--- config.mk ---
export PLATFORM = sky130hd
export DESIGN_NAME = ultrasonic_ranger_mc
export DESIGN_NICKNAME = d
export VERILOG_FILES = /design/src/rtl/ultrasonic_ranger_mc.sv
export SDC_FILE = /design/constraint.sdc
export NUM_CORES = 1
export LEC_CHECK = 0
export CORE_ASPECT_RATIO = 0.6
export CORE_MARGIN = 3
export CORE_UTILIZATION = 45
export CTS_CLUSTER_DIAMETER = 40
export DETAILED_ROUTE_END_ITERATION = 8
export HOLD_SLACK_MARGIN = 0.1
export PLACE_DENSITY = 0.65
export SYNTH_ARGS = -nofsm -noshare
export SYNTH_HDL_FRONTEND = slang
export SYNTH_SLANG_ARGS = --single-unit
--- constraint.sdc ---
create_clock -name clk -period 4.9 [get_ports clk]
set_input_delay 0.98 -clock clk [delete_from_list [all_inputs] [get_ports clk]]
set_output_delay 0.98 -clock clk [all_outputs]
set_load 0.1 [all_outputs]
--- src/rtl/ultrasonic_ranger_mc.sv ---
// Round-robin multi-channel ultrasonic ranger: fires one sensor per fixed-length slot on a
// 1 us timebase, times the echo and publishes a per-channel distance in cm with valid/timeout.
module ultrasonic_ranger_mc #(
  parameter int unsigned CLK_HZ      = 100_000_000,
  parameter int unsigned N_CH        = 4,
  parameter int unsigned DIST_W      = 16,
  parameter int unsigned TRIG_US     = 10,
  parameter int unsigned SLOT_US     = 60_000,
  parameter int unsigned RISE_TO_US  = 30_000,
  parameter int unsigned MAX_ECHO_US = 25_000,
  parameter int unsigned US_PER_CM   = 58,
  localparam int unsigned CH_W       = (N_CH > 1) ? $clog2(N_CH) : 1
) (
  input  logic                     clk,
  input  logic                     rst,
  input  logic                     enable,
  input  logic [N_CH-1:0]          echo,
  output logic [N_CH-1:0]          trigger,
  output logic [N_CH*DIST_W-1:0]   distance,
  output logic [N_CH-1:0]          valid,
  output logic [N_CH-1:0]          timeout,
  output logic                     busy,
  output logic [CH_W-1:0]          cur_ch
);

  localparam int unsigned PRE    = CLK_HZ / 1_000_000;
  localparam int unsigned PRE_W  = (PRE > 1) ? $clog2(PRE) : 1;
  localparam int unsigned SLOT_W = $clog2(SLOT_US + 1);
  localparam int unsigned WAIT_W = $clog2(RISE_TO_US + 1);
  localparam int unsigned ECHO_W = $clog2(MAX_ECHO_US + 1);
  localparam int unsigned SUB_W  = $clog2(US_PER_CM + 1);

  typedef enum logic [2:0] {
    S_IDLE,
    S_TRIG,
    S_WAIT_RISE,
    S_MEASURE,
    S_GAP
  } state_t;

  state_t              state;
  logic [PRE_W-1:0]    pre_cnt;
  logic                us_tick;
  logic [SLOT_W-1:0]   slot_us;
  logic [SLOT_W-1:0]   slot_inc;
  logic [WAIT_W-1:0]   wait_us;
  logic [WAIT_W-1:0]   wait_inc;
  logic [ECHO_W-1:0]   echo_us;
  logic [ECHO_W-1:0]   echo_inc;
  logic [SUB_W-1:0]    sub_cnt;
  logic [SUB_W-1:0]    sub_inc;
  logic [DIST_W-1:0]   cm;
  logic [N_CH-1:0]     echo_s1;
  logic [N_CH-1:0]     echo_s2;
  logic [N_CH-1:0]     echo_d;
  logic                echo_cur;
  logic                echo_rise;
  logic                echo_fall;
  logic                slot_end;
  logic                advance;
  logic [CH_W-1:0]     next_ch;

  // Prescaler is held at zero while idle so every slot starts on a fresh us boundary.
  always_ff @(posedge clk or negedge rst) begin
    if (!rst) begin
      pre_cnt <= '0;
    end else if (state == S_IDLE || pre_cnt == PRE_W'(PRE - 1)) begin
      pre_cnt <= '0;
    end else begin
      pre_cnt <= pre_cnt + PRE_W'(1);
    end
  end

  assign us_tick = (state != S_IDLE) && (pre_cnt == PRE_W'(PRE - 1));

  // Two-flop synchroniser plus one delay stage for edge detection on every channel.
  always_ff @(posedge clk or negedge rst) begin
    if (!rst) begin
      echo_s1 <= '0;
      echo_s2 <= '0;
      echo_d  <= '0;
    end else begin
      echo_s1 <= echo;
      echo_s2 <= echo_s1;
      echo_d  <= echo_s2;
    end
  end

  assign echo_cur  = echo_s2[cur_ch];
  assign echo_rise = echo_cur & ~echo_d[cur_ch];
  assign echo_fall = ~echo_cur & echo_d[cur_ch];

  assign slot_inc = slot_us + SLOT_W'(1);
  assign wait_inc = wait_us + WAIT_W'(1);
  assign echo_inc = echo_us + ECHO_W'(1);
  assign sub_inc  = sub_cnt + SUB_W'(1);
  assign slot_end = us_tick && (slot_inc == SLOT_W'(SLOT_US));
  assign advance  = slot_end && (state inside {S_WAIT_RISE, S_MEASURE, S_GAP});
  assign next_ch  = (cur_ch == CH_W'(N_CH - 1)) ? '0 : cur_ch + CH_W'(1);

  // Ranging FSM; the slot boundary overrides whatever the measurement was doing.
  always_ff @(posedge clk or negedge rst) begin
    if (!rst) begin
      state    <= S_IDLE;
      trigger  <= '0;
      distance <= '0;
      valid    <= '0;
      timeout  <= '0;
      busy     <= 1'b0;
      cur_ch   <= '0;
      slot_us  <= '0;
      wait_us  <= '0;
      echo_us  <= '0;
      sub_cnt  <= '0;
      cm       <= '0;
    end else begin
      valid <= '0;
      if (state != S_IDLE && us_tick) begin
        slot_us <= slot_inc;
      end

      case (state)
        S_IDLE: begin
          if (enable) begin
            state   <= S_TRIG;
            busy    <= 1'b1;
            trigger <= N_CH'(1) << cur_ch;
            slot_us <= '0;
          end
        end
        S_TRIG: begin
          if (us_tick && slot_inc == SLOT_W'(TRIG_US)) begin
            trigger <= '0;
            wait_us <= '0;
            state   <= S_WAIT_RISE;
          end
        end
        S_WAIT_RISE: begin
          if (!slot_end) begin
            if (echo_rise) begin
              // A tick coinciding with the detected rise already belongs to the echo.
              state   <= S_MEASURE;
              echo_us <= ECHO_W'(us_tick);
              sub_cnt <= (us_tick && US_PER_CM > 1) ? SUB_W'(1) : '0;
              cm      <= (us_tick && US_PER_CM == 1) ? DIST_W'(1) : '0;
            end else if (us_tick) begin
              wait_us <= wait_inc;
              if (wait_inc == WAIT_W'(RISE_TO_US)) begin
                timeout[cur_ch] <= 1'b1;
                state           <= S_GAP;
              end
            end
          end
        end
        S_MEASURE: begin
          if (!slot_end) begin
            if (echo_fall) begin
              distance[cur_ch*DIST_W +: DIST_W] <= cm;
              timeout[cur_ch] <= 1'b0;
              valid[cur_ch]   <= 1'b1;
              state           <= S_GAP;
            end else if (us_tick && echo_cur) begin
              echo_us <= echo_inc;
              if (sub_inc == SUB_W'(US_PER_CM)) begin
                sub_cnt <= '0;
                if (cm != '1) begin
                  cm <= cm + DIST_W'(1);
                end
              end else begin
                sub_cnt <= sub_inc;
              end
              if (echo_inc == ECHO_W'(MAX_ECHO_US)) begin
                timeout[cur_ch] <= 1'b1;
                state           <= S_GAP;
              end
            end
          end
        end
        S_GAP: begin
        end
        default: begin
          state <= S_IDLE;
          busy  <= 1'b0;
        end
      endcase

      if (advance) begin
        if (state != S_GAP) begin
          timeout[cur_ch] <= 1'b1;
        end
        cur_ch  <= next_ch;
        slot_us <= '0;
        if (enable) begin
          state   <= S_TRIG;
          trigger <= N_CH'(1) << next_ch;
        end else begin
          state <= S_IDLE;
          busy  <= 1'b0;
        end
      end
    end
  end

endmodule

# Word level (Yosys, flattened, before mapping)
# Index checks and enable logic that the tools add are counted.
# word_totals
ff_bits,169
in_bits,7
output_inout_bits,79
wordCells,166
# classes
n_addsub,8
magnitude_cmp,2
n_eq_ne,32
n_shift,4
muxes,76
bitwise,9
reduce_logical,19
# op_table
operator,n
$mux W16,11
$mux W15,9
$mux W4,17
$bwmux W64,1
$shift A16 B34 Y64 const A,1
$shiftx A16 B34 Y64,1
$pmux W15 S2,2
$mux W6,6
$neg A6 Y34,1
$mux W3,11
$add A16 B1 Y16 const B,2
$pmux W16 S2,1
$add A15 B1 Y15 const B,2
$eq A15 B15 Y1 const B,2
$eq A16 B16 Y1 const B,1
$eq A16 B4 Y1 const B,1
$ne A16 B16 Y1 const B,1
$ne A2 B2 Y1 const B,8
$pmux W4 S2,2
$ne A3 B3 Y1 const B,5
$pmux W3 S5,1
$ne A4 B3 Y1 const B,3
$pmux W6 S2,1
$reduce_and A9 Y1,1
other kinds (35),59

# Logic depth before layout (Yosys ltp)
# Gate-level depths: netlist of the first run.
# depth
depth_word,13
mapped_depth,12
mapped_depth_nobuf,9

# Worst setup path before layout of the first run
# OpenSTA, ideal clock, no wires.
# synth_path
kind,flip-flop to flip-flop
from,reg cur_ch[0]
to,reg wait_us[14]
arrival_time_ns,2.972
required_time_ns,4.775
path_slack_ns,1.804
stages_incl_launch_ff,9
synth_period_minus_slack_ns,3.096
cell_sequence,dfrtp_1 -> clkbuf_1 -> mux4_2 -> nand2b_1 -> nand2_1 -> nor2_1 -> nor2_1 -> nor2_1 -> mux2_2
# synth_between
elab_chain_len,6
elab_cells_between_ends,8
cone_classes,1 x eq/ne; 4 x mux; 2 x bitwise; 1 x reduce/logical
# synth_lines
item,line_no,source
start: declaration,23,output logic [CH_W-1:0] cur_ch
start signal: assignment,191,cur_ch <= next_ch;
$bmux W1 S2,90,assign echo_rise = echo_cur & ~echo_d[cur_ch];
$mux W1 (implied by the code),90,
$not A1 Y1,90,
$and A1 B1 Y1 *,90,
$ne A2 B2 Y1 (no line) *,--,
$reduce_and A5 Y1 (no line) *,--,
end signal: assignment,147,wait_us <= wait_inc;
end: declaration,46,logic [WAIT_W-1:0] wait_us;
# Mark *: on every way between the ends. The rest lies on a longest branch, timed or not. The select of a mux whose other input is x is not followed.
# A chain may end at the register's enable or synchronous reset.

# Final worst setup path of the first run
# layout_path
from,reg state[0]
to,reg cm[6]
# layout_between
elab_chain_len,5
elab_cells_between_ends,16
cone_classes,9 x eq/ne; 1 x mux; 6 x reduce/logical
# layout_lines
item,line_no,source
start: declaration,41,state_t state;
start signal: assignment,104,state <= S_IDLE;
start signal: assignment,125,state <= S_TRIG;
start signal: assignment,135,state <= S_WAIT_RISE;
$reduce_bool A3 Y1,74,assign us_tick = (state != S_IDLE) && (pre_cnt == PRE_W'(PRE - 1));
$logic_and A1 B1 Y1,74,
$logic_and A1 B1 Y1 (on tied branches),"162, 97",
$ne A2 B1 Y1 (no line) or $ne A2 B2 Y1 (tied branches),--,
$reduce_and A8 Y1 (no line),--,
end signal: assignment,145,cm <= (us_tick && US_PER_CM == 1) ? DIST_W'(1) : '0;
end signal: assignment,167,cm <= cm + DIST_W'(1);
end: declaration,52,logic [DIST_W-1:0] cm;
# Several ways; a longest one is shown, not always the timed one.

==> out/results.tsv, run 1 <==
stage	metric	value	unit
worst_setup_path	start point of the critical path	state[0]	
worst_hold_path	source of the worst hold timing path	echo_s1[3]	
synthesis	combined area of all synthesized cells	8906	um^2
worst_setup_path	CP Data Arrival Time	3.89	ns
floorplan	die span in x	187.6	um
final_layout	fin area	10410	um^2
worst_setup_path	required arrival time at the worst endpoint	5.22	ns
power_and_ir_drop	largest voltage drop on the vdd net	0.3377	mV
flow_run	# Max-Cap Violations	0	
synthesis	Yosys reg bits	169	
worst_setup_path	CP Class	reg2reg	
worst_setup_path	Crit Path Max Fanout	19	
final_layout	Sequential cell area	4229	um^2
synthesis	distinct cell type count after synthesis	71	
synthesis	number of flops mapped to enable cells by yosys	0	
synthesis	number of instances in the synthesized netlist	1004	
floorplan	area of the die	21570	um^2
clocking	Sinks on Clock Net	169	
synthesis	number of nets produced by synthesis	1030	
clocking	number of H-tree levels	4	
synthesis	sequential cell area fraction in the yosys report	47.49	%
route	detailed-route wire length	23.10	mm
synthesis	post-synthesis area per instance	8.871	um^2
worst_setup_path	delay of the slowest cell on the worst path	0.70	ns
final_layout	final design utilization	54.15	%
sta	share of the clock period used by the worst path	72.95	%
clocking	master cell of the clock root buffer	sky130_fd_sc_hd__clkbuf_16	
route	vias after detailed routing	7394	
synthesis	asr flop ratio synth	100.0	%
route	number of nets with antenna violations after routing	0	
final_layout	ant diodes	0	
final_layout	fraction of layout cells with a size suffix above 1	6.780	%
grt	leftover overflow at the end of global routing	0	
placement	I/O Buffers	85	
clocking	clock buffer count from CTS	17	
clocking	clock latency of the later-clocked register in the worst-skew pair	0.43	ns
grt	maximum number of pins on one net before global-route repair	87	
power_and_ir_drop	combinational power share	13.2	%
floorplan	core area	19230	um^2
sta	final number of hold-violating endpoints	0	
sta	achievable frequency	279.8	MHz
clocking	post-cts resize count	0	
power_and_ir_drop	share of power burned in registers	46.8	%
final_layout	layout net count	1077	
floorplan	DIE HEIGHT	115.0	um
synthesis	Yosys warning count	0	
worst_setup_path	sort of element at the start of the critical path	register	
route	number of DRC violations after detailed routing	0	
placement	RD Place Congestion	0.8928	
power_and_ir_drop	Switch Pwr	0.9207	mW
worst_setup_path	Crit path max-delay family	simple AND/OR/NAND/NOR gates	
route	iteration-0 DRC count of the detailed router	644	
route	routed length per placed instance	17.39	um
sta	final critical path time including I/O delays and setup	3.575	ns
final_layout	multi-input logic area	4315	um^2
sta	Max Transition Viols Final	0	
sta	transition at the pin with the smallest max-transition slack	1.043	ns
clocking	post-CTS clock slew at the launch and capture registers of the worst setup and hold paths	0.07	ns
floorplan	Boundary Pins	86	
final_layout	leading cell types in the layout, fill and taps excluded	196 x sky130_fd_sc_hd__nand2_1, 169 x sky130_fd_sc_hd__dfrtp_1, 121 x sky130_fd_sc_hd__o21ai_0	
power_and_ir_drop	overall power of the completed layout	3.255	mW
power_and_ir_drop	power density relative to cell area	312.7	nW/um^2
power_and_ir_drop	leakage power figure	4.195	nW
worst_setup_path	Critical Path End Type	register	
worst_setup_path	reg-to-reg startpoint	state[0]	
worst_setup_path	CP Buf/Inv Count	0	
route	via density per instance	5.568	
floorplan	number of placement rows	39	
power_and_ir_drop	internal power component	2.334	mW
power_and_ir_drop	share of power burned in the clock network	40.0	%
worst_setup_path	slowest stage cell on the critical path	sky130_fd_sc_hd__or3_1	
sta	Post-Route Skew	0.01099	ns
sta	setup repair after global routing missed its margin	no	
grt	wire length of the first global-routing pass	38.01	mm
clocking	number of hold buffers added after CTS	0	
power_and_ir_drop	switching part of the total power	28.29	%
grt	overall fraction of global-route tracks in use	22.23	%
floorplan	starting utilization of the core area	46.32	%
sta	Slew Limit Headroom	30.19	%
clocking	Post-CTS Repair Setup Buffers	0	
placement	post-placement cell area	9857	um^2
worst_setup_path	list of cells traversed by the critical path	or3_1 -> nand3_1 -> nor2_1 -> nand3_1 -> or3_1 -> nand4b_4 -> or2_4 -> o41ai_1	
worst_hold_path	path category of the worst min-delay check	reg2reg	
sta	final total negative setup slack	0	ns
synthesis	portion of synthesized cell area occupied by the leading cell type	47.49	%
synthesis	Synth area leader	sky130_fd_sc_hd__dfrtp_1	
final_layout	most common cell after layout, fill and taps aside	sky130_fd_sc_hd__nand2_1	
synthesis	Synth area leaders	sky130_fd_sc_hd__dfrtp_1 47%, sky130_fd_sc_hd__nand2_1 8.3%, sky130_fd_sc_hd__o21ai_0 6.8%	
clocking	clock tree from TritonCTS	yes	
final_layout	layout-stage area growth over the synthesis result	16.90	%
route	DR pass1 iterations	5	
grt	antenna violations before repair	0	
placement	DP Wirelength	16.33	mm
final_layout	Layout fillers	1753	
clocking	worst-case clock buffer depth	2	
run_status	status	finished, final reports clean	
sta	setup violation total in the final timing report	0	
grt	vias in the first global route	6885	
synthesis	prevailing post-synth register cell	sky130_fd_sc_hd__dfrtp_1	
==> power by group through the flow <==
stage | logic [mW] | registers [mW] | clock network [mW]
floorplan | 0.279 | 1.55 | 0
global placement | 0.424 | 1.54 | 0
detailed placement | 0.427 | 1.55 | 0
CTS | 0.430 | 1.52 | 1.33
global route | 0.486 | 1.53 | 1.39
finish | 0.429 | 1.52 | 1.30
==> layer usage <==
metal / routed length, um / track usage (%) / vias to the layer above / share of wire (%)
met4: 218 / 5.345 / 0 / 0.94
li1: - / - / 3624 / -
met5: 0 / 0 / - / 0
met2: 9135 / 29.81 / 217 / 40
met1: 12330 / 35.97 / 3536 / 53
met3: 1414 / 4.723 / 17 / 6.1
==> synth_stat cells (7+ instances only) <==
library cell               count
sky130_fd_sc_hd__a21oi_1      29
sky130_fd_sc_hd__a31oi_1      15
sky130_fd_sc_hd__and2_1        7
sky130_fd_sc_hd__and3_1       21
sky130_fd_sc_hd__buf_2        19
sky130_fd_sc_hd__clkbuf_1     34
sky130_fd_sc_hd__clkbuf_2      7
sky130_fd_sc_hd__dfrtp_1     169
sky130_fd_sc_hd__ha_1         19
sky130_fd_sc_hd__inv_1        18
sky130_fd_sc_hd__nand2_1     196
sky130_fd_sc_hd__nand2b_1     20
sky130_fd_sc_hd__nand3_1      42
sky130_fd_sc_hd__nand3b_1      7
sky130_fd_sc_hd__nand4_1      10
sky130_fd_sc_hd__nor2_1       71
sky130_fd_sc_hd__nor3_1       10
sky130_fd_sc_hd__nor4_1       14
sky130_fd_sc_hd__o21a_1        8
sky130_fd_sc_hd__o21ai_0     121
sky130_fd_sc_hd__o21ai_1      15
sky130_fd_sc_hd__o21ai_2       8
sky130_fd_sc_hd__o31ai_1      18
sky130_fd_sc_hd__o41ai_1       7
sky130_fd_sc_hd__or3_1        10
sky130_fd_sc_hd__xnor2_1      21
sky130_fd_sc_hd__xor2_1        7
==> flip-flops by register name, indices dropped and copies added, names as in the netlist <==
register / count
busy: 1
cm: 16
cur_ch: 2
distance: 64
echo_d: 4
echo_s1: 4
echo_s2: 4
echo_us: 15
pre_cnt: 7
slot_us: 16
state: 3
sub_cnt: 6
timeout: 4
trigger: 4
valid: 4
wait_us: 15
==> metrics by stage <==
| step | std cells | hold slack, ns | setup WS, ns |
|---|---|---|---|
| after floorplan | 1004 | 0.3312 | 1.804 |
| after global placement | 1298 | 0.3344 | 1.512 |
| after detailed placement | 1298 | 0.3362 | 1.417 |
| after CTS | 1328 | 0.3520 | 1.395 |
| after global routing | 1328 | 0.3598 | 0.9395 |
| final | 1328 | 0.3507 | 1.325 |
==> cell type report <==
cell class / count / area share, %
inverter: 18 / 0.6490
clock buffer: 23 / 4.399
timing repair buffer: 93 / 8.761
tap: 266 / 3.197
clock inverter: 7 / 0.9254
multi-input combinational: 752 / 41.45
sequential: 169 / 40.62
==> cell families (layout without fill, tap and decap cells) <==
kind of cell	count (synthesis)	count (layout)	synth area share, %
muxes	9	9	1.335
buffers and inverters	83	141	4.116
and+or+nand+nor	451	451	25.13
adders and majority gates	19	19	2.669
AOI/OAI and AO/OA	245	245	16.51
xor gates and xnor gates	28	28	2.754
DFF	169	169	47.49
==> worst reg2reg max path: stages (launching register included) <==
cell	delay, ns
sky130_fd_sc_hd__dfrtp_1	0.60
sky130_fd_sc_hd__or3_1	0.54
sky130_fd_sc_hd__nand3_1	0.23
sky130_fd_sc_hd__nor2_1	0.10
sky130_fd_sc_hd__nand3_1	0.24
sky130_fd_sc_hd__or3_1	0.70
sky130_fd_sc_hd__nand4b_4	0.35
sky130_fd_sc_hd__or2_4	0.44
sky130_fd_sc_hd__o41ai_1	0.27
==> final timing paths <==
check,to,slack (ns),cells past startpoint
setup reg to reg,cm[6],1.33,8
hold / removal,echo_s2[3],0.35,0
max in group asynchronous,slot_us[15],3.22,2
hold reg to reg,echo_s2[3],0.35,0
min in group asynchronous,distance[11],0.59,1
setup / recovery,cm[6],1.33,8
No activity file was read; power rests on OpenSTA's default activity.
==> inputs of run 2 (changes only) <==
--- a/config.mk
+++ b/config.mk
@@ -11,7 +11,7 @@
 export CTS_CLUSTER_DIAMETER = 40
 export DETAILED_ROUTE_END_ITERATION = 8
 export HOLD_SLACK_MARGIN = 0.1
-export PLACE_DENSITY = 0.65
+export PLACE_DENSITY = 0.68
 export SYNTH_ARGS = -nofsm -noshare
 export SYNTH_HDL_FRONTEND = slang
 export SYNTH_SLANG_ARGS = --single-unit
==> constraint.sdc (replaced) <==
create_clock -name clk -period 3 [get_ports clk]
set_input_delay 0.6 -clock clk [delete_from_list [all_inputs] [get_ports clk]]
set_output_delay 0.6 -clock clk [all_outputs]
set_load 0.1 [all_outputs]
==> run 2 against run 1 <==
  * Global-route usage rose by 0.53 points
  * Critical endpoint is now wait_us[14]
  * Largest power group unchanged
  * First-iteration DRC count increased by 23%
  * Power up 71%
==> out/results.tsv, run 2 (synthesized netlist as in run 1, its figures left out) <==
stage	metric	value	unit
final_layout	multi-input logic area	4379	um^2
final_layout	ant diodes	0	
sta	final number of hold-violating endpoints	0	
sta	achievable frequency	351.6	MHz
placement	RD Place Congestion	0.9551	
power_and_ir_drop	largest voltage drop on the vdd net	0.3960	mV
route	detailed-route wire length	24.11	mm
final_layout	most common cell after layout, fill and taps aside	sky130_fd_sc_hd__nand2_1	
sta	transition at the pin with the smallest max-transition slack	0.6574	ns
route	routed length per placed instance	17.43	um
clocking	post-CTS clock slew at the launch and capture registers of the worst setup and hold paths	0.07	ns
worst_setup_path	CP Data Arrival Time	3.17	ns
sta	setup violation total in the final timing report	0	
grt	overall fraction of global-route tracks in use	22.76	%
worst_setup_path	R2R depth	8	
placement	I/O Buffers	85	
route	DR pass1 iterations	5	
sta	setup repair after global routing missed its margin	yes	
grt	leftover overflow at the end of global routing	0	
clocking	master cell of the clock root buffer	sky130_fd_sc_hd__clkbuf_16	
sta	Slew Limit Headroom	55.77	%
final_layout	leading cell types in the layout, fill and taps excluded	196 x sky130_fd_sc_hd__nand2_1, 166 x sky130_fd_sc_hd__dfrtp_1, 133 x sky130_fd_sc_hd__buf_4	
clocking	number of hold buffers added after CTS	0	
worst_setup_path	end of the worst register-to-register path	wait_us[14]	
clocking	clock buffer count from CTS	17	
flow_run	# Max-Cap Violations	0	
route	vias after detailed routing	7691	
clocking	number of H-tree levels	4	
final_layout	biggest regs	distance x64, cm x16, slot_us x16	
floorplan	starting utilization of the core area	46.32	%
final_layout	Sequential cell area	4233	um^2
placement	DP Wirelength	16.80	mm
worst_setup_path	reg-to-reg startpoint	slot_us[6]	
clocking	Sinks on Clock Net	169	
clocking	worst-case clock buffer depth	2	
final_layout	layout net count	1130	
grt	vias in the first global route	6895	
sta	final total negative setup slack	0	ns
floorplan	core area	19230	um^2
worst_setup_path	CP Class	reg2reg	
sta	Post-Route Skew	0.01254	ns
clocking	clock tree from TritonCTS	yes	
final_layout	number of flip-flops in the largest register	64	
final_layout	fraction of layout cells with a size suffix above 1	19.87	%
final_layout	final design utilization	56.25	%
floorplan	DIE HEIGHT	115.0	um
worst_setup_path	setup slack of the most critical reg-to-reg path	0.16	ns
worst_setup_path	Critical Path End Type	register	
route	number of nets with antenna violations after routing	0	
clocking	clock latency of the later-clocked register in the worst-skew pair	0.44	ns
final_layout	layout-stage area growth over the synthesis result	21.42	%
power_and_ir_drop	leakage power figure	4.701	nW
worst_setup_path	Crit Path Max Fanout	7	
run_status	status	finished, final reports clean	
grt	antenna violations before repair	0	
sta	Max Transition Viols Final	0	
worst_hold_path	path category of the worst min-delay check	in2async	
power_and_ir_drop	power density relative to cell area	514.4	nW/um^2
final_layout	Layout fillers	1768	
floorplan	number of placement rows	39	
worst_setup_path	sort of element at the start of the critical path	register	
sta	final critical path time including I/O delays and setup	2.844	ns
worst_setup_path	required arrival time at the worst endpoint	3.33	ns
floorplan	area of the die	21570	um^2
floorplan	Boundary Pins	86	
final_layout	Most flops, register	distance	
grt	maximum number of pins on one net before global-route repair	64	
route	iteration-0 DRC count of the detailed router	789	
route	number of DRC violations after detailed routing	0	
route	via density per instance	5.561	
final_layout	fin area	10810	um^2
floorplan	die span in x	187.6	um
grt	wire length of the first global-routing pass	38.46	mm
placement	post-placement cell area	10130	um^2
power_and_ir_drop	overall power of the completed layout	5.563	mW
sta	share of the clock period used by the worst path	94.80	%
## run 2: cell types whose count changed in the layout (fill, tap and decap cells not counted), moves of 2 or more
cell | before | now
sky130_fd_sc_hd__nand3_2 | 4 | 7
sky130_fd_sc_hd__dfrtp_1 | 169 | 166
sky130_fd_sc_hd__dfrtp_2 | 0 | 3
sky130_fd_sc_hd__clkbuf_1 | 5 | 0
sky130_fd_sc_hd__nor4_1 | 14 | 12
sky130_fd_sc_hd__buf_12 | 0 | 6
sky130_fd_sc_hd__inv_6 | 0 | 4
sky130_fd_sc_hd__clkdlybuf4s50_1 | 84 | 5
sky130_fd_sc_hd__inv_8 | 0 | 2
sky130_fd_sc_hd__buf_4 | 8 | 133
sky130_fd_sc_hd__nand3_1 | 42 | 39
## run 2: worst max path at each step
stage               start          end  slack (ns)
6_report       slot_us[6]  wait_us[14]        0.16
5_1_grt        slot_us[1]   echo_us[7]       -0.02
4_1_cts        slot_us[0]        cm[5]        0.01
3_5_place_dp   slot_us[0]        cm[5]      -0.007
3_3_place_gp   slot_us[0]       cm[10]        0.09
2_1_floorplan   cur_ch[0]  wait_us[14]        0.19
## run 2: area by class of cell
type | count | area share, %
clock buffers | 19 | 4.188
clock inverters | 13 | 1.458
inverters | 18 | 0.6248
multi-input cells | 752 | 40.50
flip-flops and latches | 169 | 39.14
well taps | 266 | 3.078
repair buffers | 146 | 11.01
## run 2: through the flow
stage          worst slack (ns)  cells  hold WS (ns)
3_3_place_gp            0.08555   1350        0.3313
2_1_floorplan            0.1939   1004        0.3044
4_1_cts                 0.01474   1382        0.1418
6_report                 0.1561   1383        0.1347
5_1_grt                -0.01942   1383        0.1563
3_5_place_dp          -0.007049   1350        0.3347
## run 2: report_power, final
| group | internal, mW | total, mW | switching, mW |
|---|---|---|---|
| clock | 1.30 | 2.30 | 1.00 |
| combinational | 0.275 | 0.853 | 0.578 |
| sequential | 2.35 | 2.41 | 0.0585 |
## run 2: what timing repair did
| item | 4_1_cts | 5_1_grt |
|---|---|---|
| pin swaps | 0 | 0 |
| setup endpoints to repair | 5 | 130 |
| gates resized for setup | 2 | 12 |
| setup buffers | 0 | 1 |
## run 2: worst max-delay path, stage by stage, from the launching register on
cell and delay [ns]:
sky130_fd_sc_hd__dfrtp_1 0.41, sky130_fd_sc_hd__nand4_4 0.19, sky130_fd_sc_hd__or2_1 0.33, sky130_fd_sc_hd__o31a_1 0.31
sky130_fd_sc_hd__or2_2 0.36, sky130_fd_sc_hd__nor4_4 0.39, sky130_fd_sc_hd__nor2_1 0.15, sky130_fd_sc_hd__nor2_1 0.22
sky130_fd_sc_hd__mux2_2 0.36
## run 2: per-layer routing
layer / GRT usage, % / part of all wire, % / vias to the layer above
met5: 0 / 0 / -
met4: 6.044 / 1.2 / 0
met1: 36.67 / 53 / 3681
li1: - / - / 3732
met3: 5.972 / 7.2 / 19
met2: 29.55 / 39 / 259
